**src/rtl/mips_seq_pkg.sv**
```systemverilog
// Shared encodings for the mips32 multicycle sequencer: state codes, instruction
// classes, opcode/funct constants and the ALU / next-PC select encodings.
package mips_seq_pkg;

   typedef enum logic [2:0] {
      ST_FETCH     = 3'd0,
      ST_DECODE    = 3'd1,
      ST_EXECUTE   = 3'd2,
      ST_MEMORY    = 3'd3,
      ST_WRITEBACK = 3'd4,
      ST_TRAP      = 3'd7
   } state_t;

   typedef enum logic [2:0] {
      IC_NOP, IC_ALU_R, IC_ADDI, IC_LW, IC_SW, IC_BEQ, IC_J, IC_ILLEGAL
   } iclass_t;

   typedef enum logic [2:0] {
      ALU_ADD = 3'd0,
      ALU_SUB = 3'd1,
      ALU_AND = 3'd2,
      ALU_OR  = 3'd3,
      ALU_SLT = 3'd4
   } alu_op_t;

   typedef enum logic [1:0] {
      PC_INC    = 2'd0,
      PC_BRANCH = 2'd1,
      PC_JUMP   = 2'd2
   } pc_src_t;

   localparam logic [5:0] OP_RTYPE = 6'b000000;
   localparam logic [5:0] OP_ADDI  = 6'b001000;
   localparam logic [5:0] OP_LW    = 6'b100011;
   localparam logic [5:0] OP_SW    = 6'b101011;
   localparam logic [5:0] OP_BEQ   = 6'b000100;
   localparam logic [5:0] OP_J     = 6'b000010;

   localparam logic [5:0] FN_NOP = 6'b000000;
   localparam logic [5:0] FN_ADD = 6'b100000;
   localparam logic [5:0] FN_SUB = 6'b100010;
   localparam logic [5:0] FN_AND = 6'b100100;
   localparam logic [5:0] FN_OR  = 6'b100101;
   localparam logic [5:0] FN_SLT = 6'b101010;

   // Classes whose last state is EXECUTE; they retire on leaving it.
   function automatic logic retires_in_execute(input iclass_t c);
      return (c == IC_NOP) || (c == IC_BEQ) || (c == IC_J);
   endfunction

endpackage

```
**src/rtl/mips_seq_decode.sv**
```systemverilog
// Combinational instruction classifier: opcode/funct -> iclass, plus the ALU
// operation for register-register instructions.
module mips_seq_decode
   import mips_seq_pkg::*;
(
   input  logic [5:0] opcode,
   input  logic [5:0] funct,
   output iclass_t    iclass,
   output alu_op_t    alu_op
);

   always_comb begin
      // NOTE: defaults first so every path assigns both outputs; no latch.
      iclass = IC_ILLEGAL;
      alu_op = ALU_ADD;
      case (opcode)
         OP_RTYPE: begin
            case (funct)
               FN_NOP: iclass = IC_NOP;
               FN_ADD: begin iclass = IC_ALU_R; alu_op = ALU_ADD; end
               FN_SUB: begin iclass = IC_ALU_R; alu_op = ALU_SUB; end
               FN_AND: begin iclass = IC_ALU_R; alu_op = ALU_AND; end
               FN_OR:  begin iclass = IC_ALU_R; alu_op = ALU_OR;  end
               FN_SLT: begin iclass = IC_ALU_R; alu_op = ALU_SLT; end
               default: ;
            endcase
         end
         OP_ADDI: iclass = IC_ADDI;
         OP_LW:   iclass = IC_LW;
         OP_SW:   iclass = IC_SW;
         OP_BEQ:  iclass = IC_BEQ;
         OP_J:    iclass = IC_J;
         default: ;
      endcase
   end

endmodule

```
**config.mk**
```make
export PLATFORM = sky130hd
export DESIGN_NAME = mips_seq_decode
export DESIGN_NICKNAME = d
export VERILOG_FILES = /design/src/rtl/mips_seq_pkg.sv /design/src/rtl/mips_seq_decode.sv
export SDC_FILE = /design/constraint.sdc
export NUM_CORES = 1
export LEC_CHECK = 0
export CORE_AREA = 2 2 39 41
export DETAILED_ROUTE_END_ITERATION = 16
export DIE_AREA = 0 0 41 43
export GPL_ROUTABILITY_DRIVEN = 0
export PLACE_DENSITY = 0.46
export RECOVER_POWER = 100
export REMOVE_ABC_BUFFERS = 1
export SETUP_SLACK_MARGIN = 0.3
export SYNTH_ARGS = -nofsm -noshare
export SYNTH_HDL_FRONTEND = slang
export SYNTH_SLANG_ARGS = --single-unit
```
**constraint.sdc**
```tcl
create_clock -name vclk -period 1.3
set_clock_uncertainty 0.1 [all_clocks]
set_input_delay 0.13 -clock vclk [all_inputs]
set_output_delay 0.13 -clock vclk [all_outputs]
set_load 0.02 [all_outputs]
```
# Yosys cells after proc, flatten, opt, wreduce, memory -nomap -nowiden
# Index checks and enable logic that the tools add are counted.
# W data, S select, Z words.
# totals
in_bits,12
output_inout_bits,6
reg_bits,0
elab_cells,17
# op_classes
muxes,4
n_eq_ne,10
n_reduce_logical,3
# ops
operator,count
$eq A6 B6 Y1 const B,7
$pmux W3 S6,1
$logic_not A6 Y1,2
$pmux W3 S4,1
$eq A6 B2 Y1 const B,1
$eq A6 B3 Y1 const B,1
$eq A6 B4 Y1 const B,1
$pmux W3 S2,1
$reduce_or A5 Y1,1
$mux W3,1

# Logic depth before layout (Yosys ltp)
# Gate-level depths: netlist of the first run.
# depth
ltp_word,4
mapped_depth,4
ltp_nobuf,4

# Worst setup path after synthesis of the first run
# OpenSTA, ideal clock, no wires.
# synth_path
kind,input to output
startpoint,input port opcode[1]
endpoint,output port alu_op[0]
setup_slack_ps,-468
t_required_ps,1070
cell_stages,3
arrival_ps,1538
path_buffers,0
cell_sequence,or3_4 or4_4 nor3_1
# synth_between
elab_chain_cells,2
# synth_lines
item,line,rtl
from (decl),mips_seq_decode.sv:6,"input logic [5:0] opcode,"
$logic_not A6 Y1,mips_seq_decode.sv:16,case (opcode)
$mux W3,mips_seq_decode.sv:16,
to (decl),mips_seq_decode.sv:9,output alu_op_t alu_op
# No other way between the ends.

# Worst setup path after layout of the first run
# layout_path
startpoint,input port opcode[5]
endpoint,output port alu_op[2]
# The elaborated chain is that of the path after synthesis.

==> results.ini, run 1 <==
[worst_setup_path]
worst-path-max-fanout=3
crit_path_end_kind=output port
worst-setup-path-type=input pin to output port
cp.arrival_ps=1510
cpMaxStageDelayCell=or4_4
worstPathRequired_ps=1070
setup.worst_path.start=opcode[5]
slowest_delay_ps=520
crit_chain=buf_6 > or3_4 > or4_4 > nor4_4 > buf_4
start_kind=input pin

[logic_synthesis]
synth_area_sq_um=213
syn_inst=35
yosys_warnings=0
syn-mean-instance-area_sq_um=6.08
yosys.area.top_type=nor2_1
ys_seq_area_share_pct=0
synth_cell_types=19
synth_top_area_share_pct=17.6
ys_top_cells_by_area=nor2_1, nor4_4, a21oi_1, a31oi_1, nand2b_1

[detailed_routing]
wl_per_cell_um=12.4
drt-pass1-iter-count=4
ant_nets=0
viasPerCell=4.76
drc=0
wirelength_um=1130
drt_iter0_drc=7
vias=433

[worst_hold_path]
min_path_type=input pin to output port
min_from=opcode[1]

[placement]
dp_slack_ps=-1250
numPortBuffers=18
dpl.hpwl_um=735

[cells_and_area]
fill_cells=153
clock_buffers=0
drive_gt1_share_pct=76.0
nets=89
n_sequential_cell=0
syn_to_final_growth_pct=193
final_cell_mix=buf_4, nor2_1, buf_6, buf_2
multi_input_area_sq_um=300
final-seq-area_sq_um=0
final_common_cell=buf_4
antenna_cells=0

[pwr]
total_power_mw=0.166
p_per_area_nw_per_um2=266
vdd_drop_max_mv=0.0924
leakagePower_nw=0.273

[floorplanning]
die_y_um=43
io_pins=18
start_util_pct=15.4
coreArea_sq_um=1380
die_area_sq_um=1760
fp.dieW_um=41
num_rows=14

[sta]
fin_crit_sh_pct=134
max_freq_mhz=575
hold_slack_ps=572
maxSlewViolCount=0
tns_ps=-1590
timing.final.ws_setup_ps=-439
finalHoldViolCount=0
min_period_ps=1740
rsz0062_at_grt=yes
relSlewSlack_pct=85.8
worst_pin_slew_ps=212
setup_viol_count_final=6

[global_routing]
grt_max_degree=8
grt-ovfl-total=0
grt_usage_pct=12.4
grt_pass1_vias=425
grt_first_pass_wirelength_um=1640
antenna_found_initial=0

[flow_run]
drv_cap=0

[run_status]
failed_checks=negative setup slack
status=finished, violations left

[clock_network]
postCtsHoldBufs=0

[layer usage]
| layer | up-vias | share of wire (%) | global-route usage (%) |
|---|---|---|---|
| met1 | 200 | 39 | 15.5 |
| met3 | 0 | 6.7 | 1.05 |
| met4 | 0 | 0 | 0 |
| li1 | 215 | - | - |
| met2 | 18 | 54 | 22.8 |
| met5 | - | 0 | 0 |
[timing repair]
item | CTS | global route
endpoints found under the setup margin | 6 | 6
resized for setup | 76 | 22
buffers inserted | 3 | 3
pin swaps | 7 | 6
[cells by family (layout without fill, tap and decap cells)]
group | after synthesis | after routing | share of synthesized area (%)
AND/OR/NAND/NOR | 25 | 25 | 68.8
buffers and inverters | 0 | 40 | 0
AO/OA/AOI/OAI | 10 | 10 | 31.2
[critical path: cells and delay by family]
kind	cells	cell delay (ps)
buffers and inverters	2	270
AND/OR/NAND/NOR	3	1100
[path summary, 6_finish.rpt]
check                        to  slack (ps)  cells after the start
worst min-delay path  iclass[0]         570                      4
worst max-delay path  alu_op[2]        -440                      5
[cell usage after synthesis, drive strengths merged]
library cell and instances:
or3 2, nor4 1, o22ai 1, nand2 3, o311ai 1, nor2 10, a21oi 3, a31oi 2
nand3 1, nor3b 1, or4 1, o21ai 1, nor3 2, nand2b 2, or2 1, o32a 1
nor2b 1, o31ai 1
[through the flow]
stage	cells	util [%]	instance area, sq um
after detailed placement	85	38.5	533
after CTS	88	40.6	562
after floorplan	35	-	213
after global placement	85	38.5	533
final	91	45.0	623
after global routing	91	45.0	623
[area by class of cell]
cell class	count	share of cell area [%]
repair buffers	40	48.6
multi-input cells	35	48.2
well taps	16	3.21
[power breakdown]
part / total [mW] / switching, mW / internal [mW]
Clock: 0 / 0 / 0
Sequential: 0 / 0 / 0
Combinational: 0.166 / 0.0741 / 0.0914
Total: 0.166 / 0.0741 / 0.0914
Note: power is estimated with default switching activity, not from simulation.
==> run 2: changes to the inputs <==
- DONT_BUFFER_PORTS: default -> 1
- PLACE_DENSITY: 0.46 -> 0.3
==> results.ini, run 2 (synthesis results as in run 1) <==
[floorplanning]
io_pins=18  ; unchanged
start_util_pct=15.4  ; unchanged
fp.dieW_um=41  ; unchanged
coreArea_sq_um=1380  ; unchanged
num_rows=14  ; unchanged
die_y_um=43  ; unchanged
die_area_sq_um=1760  ; unchanged

[cells_and_area]
n_sequential_cell=0  ; unchanged
fill_cells=159  ; +3.9%
final_cell_area_sq_um=318  ; -49%
clock_buffers=0  ; unchanged
final-seq-area_sq_um=0  ; unchanged
nets=57  ; -36%
final_cell_mix=nor2_1, buf_4, nand2_1, a21oi_1
final_common_cell=nor2_1
syn_to_final_growth_pct=49.4
antenna_cells=0  ; unchanged
drive_gt1_share_pct=37.2  ; -39 points

[detailed_routing]
drt_iter0_drc=2  ; -5
drt-pass1-iter-count=3  ; -1
vias=294  ; -32%
wl_per_cell_um=11.5  ; -7.1%
viasPerCell=4.98  ; +4.7%
wirelength_um=681  ; -40%
ant_nets=0  ; unchanged
drc=0  ; unchanged

[worst_hold_path]
min_to=alu_op[2]
hold_path_depth=2  ; -2
min_path_type=input pin to output port
min_from=funct[0]

[pwr]
leakagePower_nw=0.108  ; -60%
p_per_area_nw_per_um2=166  ; -37%
vdd_drop_max_mv=0.0467  ; -49%

[worst_setup_path]
slowest_delay_ps=520  ; about the same
cpMaxStageDelayCell=or4_4
worst-path-max-fanout=4  ; +1
start_kind=input pin
path_delay_family=simple AND/OR/NAND/NOR gates
critPathBufInv=1  ; -1
crit_path_end_kind=output port
crit_chain=or3_4 > or4_4 > nor4_4 > buf_4
worstPathRequired_ps=1070  ; about the same
cp.arrival_ps=1410  ; -100 ps
worst-setup-path-type=input pin to output port

[sta]
rsz0062_at_grt=yes
worst_pin_slew_ps=312  ; +100 ps
relSlewSlack_pct=79.1  ; -6.7 points
finalHoldViolCount=0  ; unchanged
timing.final.ws_setup_ps=-338  ; +100 ps
fin_crit_sh_pct=126  ; -7.7 points
maxSlewViolCount=0  ; unchanged
max_freq_mhz=610  ; +6.1%
tns_ps=-1110  ; +480 ps
min_period_ps=1640  ; -100 ps
setup_viol_count_final=5  ; -1

[global_routing]
grt_first_pass_wirelength_um=1020  ; -38%
grt_usage_pct=7.89  ; -4.5 points
antenna_found_initial=0  ; unchanged
grt_pass1_vias=242  ; -43%
grt_max_degree=9  ; +1
grt-ovfl-total=0  ; unchanged

[placement]
place_area_sq_um=285  ; -46%
dp_slack_ps=-348  ; +904 ps
numPortBuffers=0  ; -18
dpl.hpwl_um=575  ; -22%

[run_status]
failed_checks=negative setup slack
status=finished, violations left

[flow_run]
drv_cap=0  ; unchanged

==> run 2: cell count changes in the layout (fill, tap and decap cells not counted), moves of 4 or more <==
cell / delta
clkbuf_2: -4
nor2_1: +4
buf_4: -17
buf_2: -5
buf_6: -4
nor2_2: -4
==> run 2: power breakdown <==
group          leakage, nW  internal, mW  switching, mW
combinational        0.108        0.0258         0.0270
sequential               0             0              0
clock                    0             0              0
==> run 2: area by class of cell <==
class	count	area [sq um]	share of cell area, %
multi-input cells	35	234	73.6
repair buffers	8	63.8	20.1
well taps	16	20.0	6.30
==> run 2: timing repair <==
item / in CTS / in global routing
resized for setup: 4 / 3
hold buffers: 0 / 0
buffers inserted: 0 / 1
endpoints found under the hold margin: 0 / 0
endpoints found under the setup margin: 6 / 6
pin swaps: 1 / 2
==> run 2: worst max-delay path by stage <==
stage,from,to,slack (ps),cells past startpoint
2_1_floorplan,opcode[1],alu_op[0],-470,3
3_3_place_gp,opcode[1],alu_op[2],-330,4
3_5_place_dp,opcode[1],alu_op[2],-350,4
4_1_cts,opcode[1],alu_op[2],-350,4
5_1_grt,opcode[1],alu_op[2],-410,4
6_report,opcode[1],alu_op[2],-340,4
==> run 2: metrics by stage <==
| step | hold slack (ps) | power, mW | cells | utilization, % |
|---|---|---|---|---|
| 2_1_floorplan | 197 | 0.0335 | 35 | - |
| 3_3_place_gp | 324 | 0.0426 | 58 | 20.6 |
| 3_5_place_dp | 325 | 0.0436 | 58 | 20.6 |
| 4_1_cts | 325 | 0.0471 | 58 | 21.4 |
| 5_1_grt | 334 | 0.0587 | 59 | 23.0 |
| 6_report | 324 | 0.0528 | 59 | 23.0 |
==> run 2: per-layer routing <==
layer	global-route usage [%]	share of wire (%)	wire length [um]	up-vias
met4	0	0	0	0
met3	1.57	5.9	40	0
li1	-	-	-	150
met5	0	0	0	-
met1	7.91	34	229	138
met2	15.9	60	412	6
